==> config.mk <==
export PLATFORM = sky130hd
export DESIGN_NAME = if_fetch_unit
export DESIGN_NICKNAME = d
export VERILOG_FILES = /design/src/rtl/if_fetch_unit_pkg.sv /design/src/rtl/if_fetch_unit_fetch_buffer.sv /design/src/rtl/if_fetch_unit.sv
export SDC_FILE = /design/constraint.sdc
export NUM_CORES = 1
export LEC_CHECK = 0
export CORE_UTILIZATION = 40
export DETAILED_ROUTE_END_ITERATION = 10
export PLACE_DENSITY = 0.71
export RECOVER_POWER = 50
export SLEW_MARGIN = 20
export SYNTH_ARGS = -nofsm -noshare
export SYNTH_HDL_FRONTEND = slang
export SYNTH_HIERARCHICAL = 1
export SYNTH_SLANG_ARGS = --single-unit
==> constraint.sdc <==
create_clock -name clk -period 2.8 [get_ports clk]
set_clock_uncertainty 0.05 [all_clocks]
set_input_delay 0.28 -clock clk [delete_from_list [all_inputs] [get_ports clk]]
set_output_delay 0.28 -clock clk [all_outputs]
set_load 0.01 [all_outputs]
==> src/rtl/if_fetch_unit_pkg.sv <==
// ----------------------------------------------------------------------------
// if_fetch_unit_pkg
// Shared constants and types for the instruction fetch unit:
//   WORD_ZERO     - all-zero 32-bit word (NOP value of the IF/ID outputs)
//   PC_STEP       - sequential PC increment
//   fetch_state_t - fetch FSM state encoding
//   word_align()  - clears the byte-offset bits of an address
// ----------------------------------------------------------------------------
package if_fetch_unit_pkg;

  localparam logic [31:0] WORD_ZERO = 32'h0000_0000;
  localparam logic [31:0] PC_STEP   = 32'd4;

  typedef enum logic [1:0] {
    ST_IDLE  = 2'd0,
    ST_FETCH = 2'd1,
    ST_HOLD  = 2'd2,
    ST_DRAIN = 2'd3
  } fetch_state_t;

  function automatic logic [31:0] word_align(input logic [31:0] addr);
    return {addr[31:2], 2'b00};
  endfunction

endpackage

==> src/rtl/if_fetch_unit_fetch_buffer.sv <==
// ----------------------------------------------------------------------------
// fetch_buffer
// One-entry holding register for a fetched instruction and its pc+4.
// Ports:
//   clk, rst            - clock, synchronous active-low reset
//   load                - capture load_instr / load_pc_plus_4, mark valid
//   clear               - invalidate the entry (wins over load)
//   load_instr          - instruction word to capture
//   load_pc_plus_4      - pc+4 of that instruction
//   instr, pc_plus_4    - held values, forced to zero while invalid
//   valid               - entry holds a presentable instruction
// ----------------------------------------------------------------------------
module fetch_buffer
  import if_fetch_unit_pkg::*;
(
  input  logic        clk,
  input  logic        rst,
  input  logic        load,
  input  logic        clear,
  input  logic [31:0] load_instr,
  input  logic [31:0] load_pc_plus_4,
  output logic [31:0] instr,
  output logic [31:0] pc_plus_4,
  output logic        valid
);

  logic [31:0] instr_q;
  logic [31:0] pc_plus_4_q;
  logic        valid_q;

  always_ff @(posedge clk) begin
    if (!rst) begin
      instr_q     <= WORD_ZERO;
      pc_plus_4_q <= WORD_ZERO;
      valid_q     <= 1'b0;
    end else if (clear) begin
      instr_q     <= WORD_ZERO;
      pc_plus_4_q <= WORD_ZERO;
      valid_q     <= 1'b0;
    end else if (load) begin
      instr_q     <= load_instr;
      pc_plus_4_q <= load_pc_plus_4;
      valid_q     <= 1'b1;
    end
  end

  // An invalid entry presents a NOP (all zero) downstream.
  assign instr     = valid_q ? instr_q     : WORD_ZERO;
  assign pc_plus_4 = valid_q ? pc_plus_4_q : WORD_ZERO;
  assign valid     = valid_q;

endmodule

==> src/rtl/if_fetch_unit.sv <==
// ----------------------------------------------------------------------------
// if_fetch_unit
// Instruction fetch stage: owns the PC and the fetch FSM, issues one
// instruction-memory request at a time and presents the returned word to the
// IF/ID register through a one-entry holding buffer.
//
// Memory handshake: imem_req is held high with a stable imem_addr until the
// cycle in which imem_ack is 1; that cycle completes the request and
// imem_rdata is valid only then. There is no back-pressure on the response.
//
// Ports:
//   clk, rst            - clock, synchronous active-low reset
//   pc_write            - IF/ID consumes the presented instruction (0 = stall)
//   redirect            - taken branch/jump, redirect_target is the new PC
//   imem_req/imem_addr  - instruction memory request and word address
//   imem_ack/imem_rdata - memory response
//   instruction_out     - instruction presented to IF/ID (0 when not valid)
//   pc_plus_4_out       - address of that instruction plus 4 (0 when not valid)
//   pc_page_out         - pc_plus_4_out[31:28]
//   fetch_valid         - the three outputs above are valid
//   flush_out           - IF/ID flush, follows redirect combinationally
//   state_dbg           - current FSM state, for observation only
// ----------------------------------------------------------------------------
module if_fetch_unit
  import if_fetch_unit_pkg::*;
#(
  parameter logic [31:0] RESET_PC = 32'h0000_0000
) (
  input  logic         clk,
  input  logic         rst,
  input  logic         pc_write,
  input  logic         redirect,
  input  logic [31:0]  redirect_target,
  output logic         imem_req,
  output logic [31:0]  imem_addr,
  input  logic         imem_ack,
  input  logic [31:0]  imem_rdata,
  output logic [31:0]  instruction_out,
  output logic [31:0]  pc_plus_4_out,
  output logic [3:0]   pc_page_out,
  output logic         fetch_valid,
  output logic         flush_out,
  output fetch_state_t state_dbg
);

  fetch_state_t state_q, state_d;
  logic [31:0]  pc_q, pc_d;
  logic [31:0]  tgt_q, tgt_d;
  logic         buf_load;
  logic         buf_clear;
  logic [31:0]  redirect_pc;
  logic [31:0]  pc_next_seq;

  assign redirect_pc = word_align(redirect_target);
  // Plain 32-bit add wraps 0xFFFF_FFFC to 0.
  assign pc_next_seq = pc_q + PC_STEP;

  always_ff @(posedge clk) begin
    if (!rst) begin
      state_q <= ST_IDLE;
      pc_q    <= word_align(RESET_PC);
      tgt_q   <= WORD_ZERO;
    end else begin
      state_q <= state_d;
      pc_q    <= pc_d;
      tgt_q   <= tgt_d;
    end
  end

  // In DRAIN, pc_q keeps the old address so the outstanding request stays
  // stable; the redirect target waits in tgt_q until the ack retires it.
  always_comb begin
    state_d   = state_q;
    pc_d      = pc_q;
    tgt_d     = tgt_q;
    buf_load  = 1'b0;
    buf_clear = redirect;
    case (state_q)
      ST_IDLE: begin
        state_d = ST_FETCH;
        if (redirect) pc_d = redirect_pc;
      end
      ST_FETCH: begin
        if (redirect) begin
          if (imem_ack) begin
            pc_d = redirect_pc;
          end else begin
            tgt_d   = redirect_pc;
            state_d = ST_DRAIN;
          end
        end else if (imem_ack) begin
          buf_load = 1'b1;
          state_d  = ST_HOLD;
        end
      end
      ST_HOLD: begin
        if (redirect) begin
          pc_d    = redirect_pc;
          state_d = ST_FETCH;
        end else if (pc_write) begin
          pc_d      = pc_next_seq;
          buf_clear = 1'b1;
          state_d   = ST_FETCH;
        end
      end
      ST_DRAIN: begin
        if (imem_ack) begin
          pc_d    = redirect ? redirect_pc : tgt_q;
          state_d = ST_FETCH;
        end else if (redirect) begin
          tgt_d = redirect_pc;
        end
      end
      default: state_d = ST_IDLE;
    endcase
  end

  fetch_buffer u_fetch_buffer (
    .clk            (clk),
    .rst            (rst),
    .load           (buf_load),
    .clear          (buf_clear),
    .load_instr     (imem_rdata),
    .load_pc_plus_4 (pc_next_seq),
    .instr          (instruction_out),
    .pc_plus_4      (pc_plus_4_out),
    .valid          (fetch_valid)
  );

  assign imem_req    = (state_q == ST_FETCH) || (state_q == ST_DRAIN);
  assign imem_addr   = pc_q;
  assign pc_page_out = pc_plus_4_out[31:28];
  assign flush_out   = redirect;
  assign state_dbg   = state_q;

endmodule
==> flow_results.xml, run 1 <==
<?xml version="1.0" encoding="UTF-8"?>
<metrics>
  <group name="global_route">
    <metric name="grt_start_max_net_pins" unit="">54</metric>
    <metric name="grt_antenna_before_repair" unit="">0</metric>
    <metric name="grt_pass1_wl" unit="um">31100</metric>
    <metric name="grt_usage" unit="%">22.3</metric>
    <metric name="globalRouteOverflowTotal" unit="">0</metric>
    <metric name="grt_pass1_vias" unit="">5650</metric>
  </group>
  <group name="finish">
    <metric name="share_of_final_layout_standard_cells_stronger_than_drive_strength_1" unit="%">7.37</metric>
    <metric name="final_nets" unit="">1035</metric>
    <metric name="final_instance_area" unit="sq um">9270</metric>
    <metric name="n_antenna_cell" unit="">0</metric>
    <metric name="final.fill_count" unit="">1554</metric>
    <metric name="syn2layout_area_growth" unit="%">35.9</metric>
  </group>
  <group name="min_path">
    <metric name="hold_path_class" unit="">in -&gt; reg</metric>
  </group>
  <group name="placed_design">
    <metric name="place_congestion" unit="">0.847</metric>
    <metric name="dp_hpwl" unit="um">13800</metric>
    <metric name="buffer_ports.inserted" unit="">171</metric>
    <metric name="placement.cell_area" unit="sq um">8660</metric>
  </group>
  <group name="floorplan">
    <metric name="chipWidth" unit="um">133</metric>
    <metric name="placeableCoreArea" unit="sq um">16600</metric>
    <metric name="io_pins" unit="">174</metric>
    <metric name="row_count" unit="">47</metric>
    <metric name="die_area" unit="sq um">17600</metric>
    <metric name="initial_core_util" unit="%">41.0</metric>
    <metric name="chipHeight" unit="um">133</metric>
  </group>
  <group name="clocking">
    <metric name="worst_setup_hold_path_clk_slew" unit="ps">60</metric>
    <metric name="cts.repair.resized" unit="">0</metric>
    <metric name="cts_max_level" unit="">4</metric>
    <metric name="clock_path_buffers" unit="">2</metric>
    <metric name="cts.root.buffer_cell" unit="">sky130_fd_sc_hd__clkbuf_16</metric>
    <metric name="clock_insertion_delay_worst_skew" unit="ps">420</metric>
    <metric name="cts.hold.buffers_added" unit="">0</metric>
    <metric name="tritoncts_clock_tree" unit="">done</metric>
    <metric name="post_cts.repair.setup_buffers" unit="">0</metric>
    <metric name="cts_inserted_buffers" unit="">17</metric>
    <metric name="cts.sink_count" unit="">131</metric>
  </group>
  <group name="flow_run">
    <metric name="number_of_violations_of_the_max_capacitance_limit" unit="">0</metric>
  </group>
  <group name="timing">
    <metric name="min_period_over_period" unit="%">82.2</metric>
    <metric name="achievable-frequency" unit="MHz">435</metric>
    <metric name="finalWorstPathRequiredPeriod" unit="ps">2300</metric>
    <metric name="fin_tns_setup" unit="ps">0</metric>
    <metric name="timing.final.max_slew_violations" unit="">0</metric>
    <metric name="hold_viol_final" unit="">0</metric>
    <metric name="setup_repair_after_global_routing_missed_its_margin" unit="">false</metric>
    <metric name="tightestPinTransition" unit="ps">1040</metric>
    <metric name="setup_viol" unit="">0</metric>
    <metric name="slew_headroom" unit="%">30.7</metric>
  </group>
  <group name="setup_path">
    <metric name="timing.setup.critical_path_class" unit="">reg -&gt; out</metric>
    <metric name="worst-endpoint-required" unit="ps">2470</metric>
    <metric name="peak_per_stage_delay_on_the_critical_path" unit="ps">570</metric>
    <metric name="worstPathCellList" unit="">clkbuf_2, and2_1, clkdlybuf4s50_1</metric>
    <metric name="critPathTopFamily" unit="">buffers and inverters</metric>
    <metric name="critical-path-slowest-cell" unit="">sky130_fd_sc_hd__clkdlybuf4s50_1</metric>
    <metric name="timing.critical_path.fanout_max" unit="">32</metric>
    <metric name="timing.critical_path.arrival" unit="ps">1970</metric>
    <metric name="crit_path_start_kind" unit="">flip-flop</metric>
    <metric name="cp-end-kind" unit="">primary output</metric>
    <metric name="cp_num_buf_inv" unit="">2</metric>
  </group>
  <group name="routing">
    <metric name="via_count" unit="">6349</metric>
    <metric name="final_antenna_net_count" unit="">0</metric>
    <metric name="drt_wl_total" unit="um">19600</metric>
    <metric name="number_of_vias_per_cell" unit="">5.30</metric>
    <metric name="firstDrtPassIters" unit="">5</metric>
    <metric name="drt-initial-drc-count" unit="">427</metric>
    <metric name="drt_drc" unit="">0</metric>
    <metric name="routedWlPerCell" unit="um">16.4</metric>
  </group>
  <group name="synthesis">
    <metric name="ys_top_cells_by_area" unit="">sky130_fd_sc_hd__dfxtp_1, sky130_fd_sc_hd__mux2i_1, sky130_fd_sc_hd__and2_1</metric>
    <metric name="mapped_nets" unit="">896</metric>
    <metric name="syn-mean-instance-area" unit="sq um">8.27</metric>
    <metric name="yosys_warnings" unit="">6</metric>
    <metric name="synth.cell_area" unit="sq um">6830</metric>
    <metric name="asyncSetResetFlopFracSynth" unit="%">0</metric>
    <metric name="number_of_flops_mapped_to_enable_cells_by_yosys" unit="">0</metric>
    <metric name="cell_accounting_for_the_most_synthesized_area" unit="">sky130_fd_sc_hd__dfxtp_1</metric>
    <metric name="synth_seq_cells" unit="">131</metric>
    <metric name="synth_flop_cell" unit="">sky130_fd_sc_hd__dfxtp_1</metric>
    <metric name="synth_cell_types" unit="">62</metric>
    <metric name="post_synth_inst_count" unit="">825</metric>
    <metric name="yosys.area.top_type_share" unit="%">38.4</metric>
    <metric name="seq_area_frac_synth" unit="%">38.4</metric>
  </group>
  <group name="power">
    <metric name="power.density_cell_area" unit="nW/um^2">541</metric>
    <metric name="p_leak" unit="nW">3.56</metric>
    <metric name="worst_ir_drop_vdd" unit="mV">0.414</metric>
  </group>
  <group name="status">
    <metric name="status" unit="">complete, no violations</metric>
  </group>
</metrics>
-- cell type report --
cell class	instances	area, sq um	share of cell area [%]
tap	220	275	2.97
clock buffer	23	498	5.37
multi-input combinational	613	3760	40.6
sequential	131	2620	28.3
timing repair buffer	195	1940	20.9
clock inverter	9	149	1.61
inverter	6	22.5	0.243
-- cells by family (layout without fill, tap and decap cells) --
kind of cell	after synthesis	count (layout)	share of synthesized area, %
and+or+nand+nor	375	375	28.2
AOI/OAI and AO/OA	140	140	12.7
DFF	131	131	38.4
buffers and inverters	81	233	6.52
muxes	68	68	9.97
xor gates and xnor gates	28	28	3.81
adders and majority gates	2	2	0.367
-- layer usage --
layer  wire length [um]  GRT usage [%]  up-vias  share of wire (%)
met3               1290           4.56       27                6.6
met1               9150           30.6     2914                 47
met4                352           8.17        0                1.8
met5                  0              0        -                  0
met2               8850           34.6      282                 45
li1                   -              -     3126                  -
-- worst min-delay path: cells and delay by family --
| kind | cells | cell delay, ps |
|---|---|---|
| buf+inv | 1 | 420 |
| simple gates | 1 | 60 |
| compound gates | 1 | 50 |
-- power breakdown --
| group | internal, W | leakage [nW] | switching, W | total, W |
|---|---|---|---|---|
| clock network | 0.00160 | 0.323 | 0.000818 | 0.00242 |
| logic | 0.000281 | 2.17 | 0.000301 | 0.000581 |
| registers | 0.00193 | 1.06 | 0.0000850 | 0.00201 |
| total | 0.00381 | 3.56 | 0.00120 | 0.00501 |
-- cells in the mapped netlist, drive strengths merged, types with 3 or more instances --
library cell and n:
dfxtp 131, nand2 101, nor2 92, and2 74, mux2i 68, a21oi 65, buf 43, nand3 33
clkbuf 32, o21ai 22, xnor2 19, and3 15, nand4 15, nor3 9, xor2 9, and4 7
o211ai 7, inv 6, nand2b 6, a31oi 5, a221o 4, a221oi 4, a22o 4, a22oi 4
nor2b 4, nor4 4, o22ai 4, o31a 4, a211oi 3, o311a 3, or3 3, or4 3
-- placed cells by master, fill, tap and decap left out, drive strengths merged, types with 3 or more instances in the layout --
| cell | instances |
|---|---|
| nand3 | 33 |
| bufinv | 4 |
| nor3 | 9 |
| o22ai | 4 |
| a221o | 4 |
| mux2i | 68 |
| o211ai | 7 |
| clkbuf | 27 |
| a22oi | 4 |
| o21ai | 22 |
| a31oi | 5 |
| and3 | 15 |
| a22o | 4 |
| nand4 | 15 |
| dfxtp | 131 |
| o31a | 4 |
| and4 | 7 |
| nor4 | 4 |
| nor2 | 92 |
| xnor2 | 19 |
| nand2 | 101 |
| dlygate4sd3 | 54 |
| or3 | 3 |
| clkinv | 5 |
| nand2b | 6 |
| clkdlybuf4s50 | 117 |
| a21oi | 65 |
| and2 | 74 |
| inv | 6 |
| o311a | 3 |
| xor2 | 9 |
| a211oi | 3 |
| or4 | 3 |
| a221oi | 4 |
| nor2b | 4 |
| buf | 20 |
-- stage by stage --
step	power, W	instances	hold slack (ps)	utilization (%)	setup WS (ps)
6_report	0.00501	1197	392	55.7	499
5_1_grt	0.00520	1197	404	55.7	316
4_1_cts	0.00508	1197	379	55.9	562
3_5_place_dp	0.00264	1165	392	52.0	223
3_3_place_gp	0.00264	1165	387	52.0	247
2_1_floorplan	0.00235	825	366	-	733
-- flip-flops by register name, summed over array words and instances (netlist names) --
signal / cells
u_fetch_buffer/instr_q: 32
u_fetch_buffer/pc_plus_4_q: 32
imem_addr: 32
tgt_q: 32
u_fetch_buffer/valid: 1
state_dbg: 2
-- final timing paths --
check / from / to / slack (ps) / depth (start not counted)
worst max register to register: state_dbg[1] / u_fetch_buffer/pc_plus_4_q[28] / 520 / 6
worst max-delay path: u_fetch_buffer/valid / pc_plus_4_out[31] / 500 / 3
worst min register to register: tgt_q[25] / tgt_q[25] / 400 / 2
worst min-delay path: redirect_target[25] / tgt_q[25] / 390 / 3
(Power assumes the default switching activity.)
==> inputs of run 2 (changes only) <==
--- a/config.mk
+++ b/config.mk
@@ -7,7 +7,7 @@
 export LEC_CHECK = 0
 export CORE_UTILIZATION = 40
 export DETAILED_ROUTE_END_ITERATION = 10
-export PLACE_DENSITY = 0.71
+export PLACE_DENSITY = 0.74
 export RECOVER_POWER = 50
 export SLEW_MARGIN = 20
 export SYNTH_ARGS = -nofsm -noshare
==> constraint.sdc (replaced) <==
create_clock -name clk -period 2.1 [get_ports clk]
set_clock_uncertainty 0.05 [all_clocks]
set_input_delay 0.21 -clock clk [delete_from_list [all_inputs] [get_ports clk]]
set_output_delay 0.21 -clock clk [all_outputs]
set_load 0.01 [all_outputs]
==> flow_results.xml, run 2 (synthesized netlist as in run 1, its figures left out) <==
<?xml version="1.0" encoding="UTF-8"?>
<metrics>
  <group name="finish">
    <metric name="syn2layout_area_growth" unit="%">42.0</metric>
    <metric name="ff_latch_area" unit="sq um">2630</metric>
    <metric name="share_of_final_layout_standard_cells_stronger_than_drive_strength_1" unit="%">12.2</metric>
    <metric name="n_antenna_cell" unit="">0</metric>
    <metric name="final_common_cell" unit="">sky130_fd_sc_hd__clkdlybuf4s50_1</metric>
    <metric name="final_nets" unit="">1092</metric>
    <metric name="layout.cells.most_common_list" unit="">sky130_fd_sc_hd__clkdlybuf4s50_1, sky130_fd_sc_hd__dfxtp_1, sky130_fd_sc_hd__nand2_1</metric>
    <metric name="multiInputGateArea" unit="sq um">3780</metric>
    <metric name="final.fill_count" unit="">1573</metric>
  </group>
  <group name="timing">
    <metric name="setup_repair_after_global_routing_missed_its_margin" unit="">false</metric>
    <metric name="fin_worst_hold_slack" unit="ps">326</metric>
    <metric name="hold_viol_final" unit="">0</metric>
    <metric name="slew_headroom" unit="%">52.8</metric>
    <metric name="achievable-frequency" unit="MHz">500</metric>
    <metric name="setup_viol" unit="">0</metric>
    <metric name="finalWorstPathRequiredPeriod" unit="ps">2000</metric>
    <metric name="tightestPinTransition" unit="ps">708</metric>
    <metric name="timing.final.max_slew_violations" unit="">0</metric>
    <metric name="min_period_over_period" unit="%">95.2</metric>
  </group>
  <group name="clocking">
    <metric name="cts_inserted_buffers" unit="">17</metric>
    <metric name="cts.root.buffer_cell" unit="">sky130_fd_sc_hd__clkbuf_16</metric>
    <metric name="clock_path_buffers" unit="">2</metric>
    <metric name="cts_max_level" unit="">4</metric>
    <metric name="worst_setup_hold_path_clk_slew" unit="ps">60</metric>
    <metric name="cts.hold.buffers_added" unit="">0</metric>
    <metric name="clock_insertion_delay_worst_skew" unit="ps">420</metric>
    <metric name="cts.sink_count" unit="">131</metric>
    <metric name="tritoncts_clock_tree" unit="">done</metric>
  </group>
  <group name="global_route">
    <metric name="grt_pass1_wl" unit="um">32300</metric>
    <metric name="grtUsageMet1" unit="%">31.6</metric>
    <metric name="grt_pass1_vias" unit="">6090</metric>
    <metric name="globalRouteOverflowTotal" unit="">0</metric>
    <metric name="busiest_layer" unit="">met2</metric>
    <metric name="global_route.usage.met2" unit="%">36.6</metric>
    <metric name="grt_usage" unit="%">23.2</metric>
    <metric name="groute.layer.met3.usage" unit="%">4.33</metric>
    <metric name="grt_start_max_net_pins" unit="">36</metric>
    <metric name="grt_antenna_before_repair" unit="">0</metric>
  </group>
  <group name="floorplan">
    <metric name="chipWidth" unit="um">133</metric>
    <metric name="io_pins" unit="">174</metric>
    <metric name="placeableCoreArea" unit="sq um">16600</metric>
    <metric name="initial_core_util" unit="%">41.0</metric>
    <metric name="row_count" unit="">47</metric>
    <metric name="die_area" unit="sq um">17600</metric>
    <metric name="chipHeight" unit="um">133</metric>
  </group>
  <group name="setup_path">
    <metric name="worst-endpoint-required" unit="ps">1840</metric>
    <metric name="cp-end-kind" unit="">primary output</metric>
    <metric name="timing.setup.critical_path_class" unit="">reg -&gt; out</metric>
    <metric name="crit_path_start_kind" unit="">flip-flop</metric>
    <metric name="timing.critical_path.fanout_max" unit="">35</metric>
    <metric name="timing.critical_path.arrival" unit="ps">1740</metric>
  </group>
  <group name="min_path">
    <metric name="hold_path_class" unit="">in -&gt; reg</metric>
  </group>
  <group name="routing">
    <metric name="routedWlPerCell" unit="um">16.0</metric>
    <metric name="final_antenna_net_count" unit="">0</metric>
    <metric name="firstDrtPassIters" unit="">5</metric>
    <metric name="drt_wl_total" unit="um">20000</metric>
    <metric name="drt_drc" unit="">0</metric>
    <metric name="number_of_vias_per_cell" unit="">5.26</metric>
    <metric name="via_count" unit="">6569</metric>
    <metric name="drt-initial-drc-count" unit="">423</metric>
  </group>
  <group name="power">
    <metric name="total_power" unit="W">0.00643</metric>
    <metric name="worst_ir_drop_vdd" unit="mV">0.542</metric>
    <metric name="power.density_cell_area" unit="nW/um^2">664</metric>
    <metric name="p_leak" unit="nW">3.73</metric>
  </group>
  <group name="placed_design">
    <metric name="dp_hpwl" unit="um">14700</metric>
    <metric name="buffer_ports.inserted" unit="">171</metric>
    <metric name="place_congestion" unit="">0.888</metric>
  </group>
  <group name="status">
    <metric name="status" unit="">complete, no violations</metric>
  </group>
  <group name="flow_run">
    <metric name="number_of_violations_of_the_max_capacitance_limit" unit="">0</metric>
  </group>
</metrics>
run 2: cell types whose count changed in the layout (fill, tap and decap cells not counted), sizes merged:
cell,previous run,this run
clkinv,5,0
clkdlybuf4s50,117,138
clkbuf,27,34
buf,20,71
clkinvlp,0,2
bufinv,4,2
dlygate4sd3,54,33
run 2: timing repair:
item                                    CTS  global route
hold endpoints to repair                  0             0
setup buffers                             0             0
gates resized for setup                   0             5
endpoints found under the setup margin    0             7
run 2: final cells by class:
type	instances	share of cell area (%)
clock inverter	4	0.775
inverter	6	0.232
timing repair buffer	252	25.0
sequential	131	27.1
multi-input combinational	613	39.0
tap	220	2.84
clock buffer	24	5.07
run 2: critical path, stage by stage (launching register included):
cell and delay, ps:
sky130_fd_sc_hd__dfxtp_2 370, sky130_fd_sc_hd__buf_12 180, sky130_fd_sc_hd__and2_1 210, sky130_fd_sc_hd__clkdlybuf4s50_1 550
run 2: path summary, 6_finish.rpt:
path / start / endpoint / slack [ps] / cells past startpoint
worst min-delay path: redirect_target[18] / tgt_q[18] / 330 / 3
worst min register to register: tgt_q[5] / tgt_q[5] / 400 / 2
worst max-delay path: u_fetch_buffer/valid / pc_page_out[1] / 100 / 3
worst max register to register: imem_addr[12] / imem_addr[27] / 120 / 6
run 2: routing by layer:
layer	vias up	wire length, um
li1	3245	-
met3	19	1250
met2	255	9010
met5	-	0
met1	3050	9420
met4	0	299
run 2: power by group:
group          leakage, nW  switching (W)  internal, W
logic                 2.39       0.000457     0.000449
registers             1.06      0.0000820      0.00257
clock network        0.270        0.00103      0.00185
total                 3.73        0.00157      0.00486
run 2: metrics by stage:
stage               setup TNS, ps  cells  cell area, sq um  utilization (%)  worst slack, ps
global route                    0   1250              9690             58.2             17.4
finish                          0   1250              9690             58.2              100
detailed placement          -1710   1222              9180             55.1             -158
global placement            -1140   1222              9180             55.1             -138
floorplan                       0    825              6830                -             33.2
CTS                             0   1250              9740             58.5             60.7
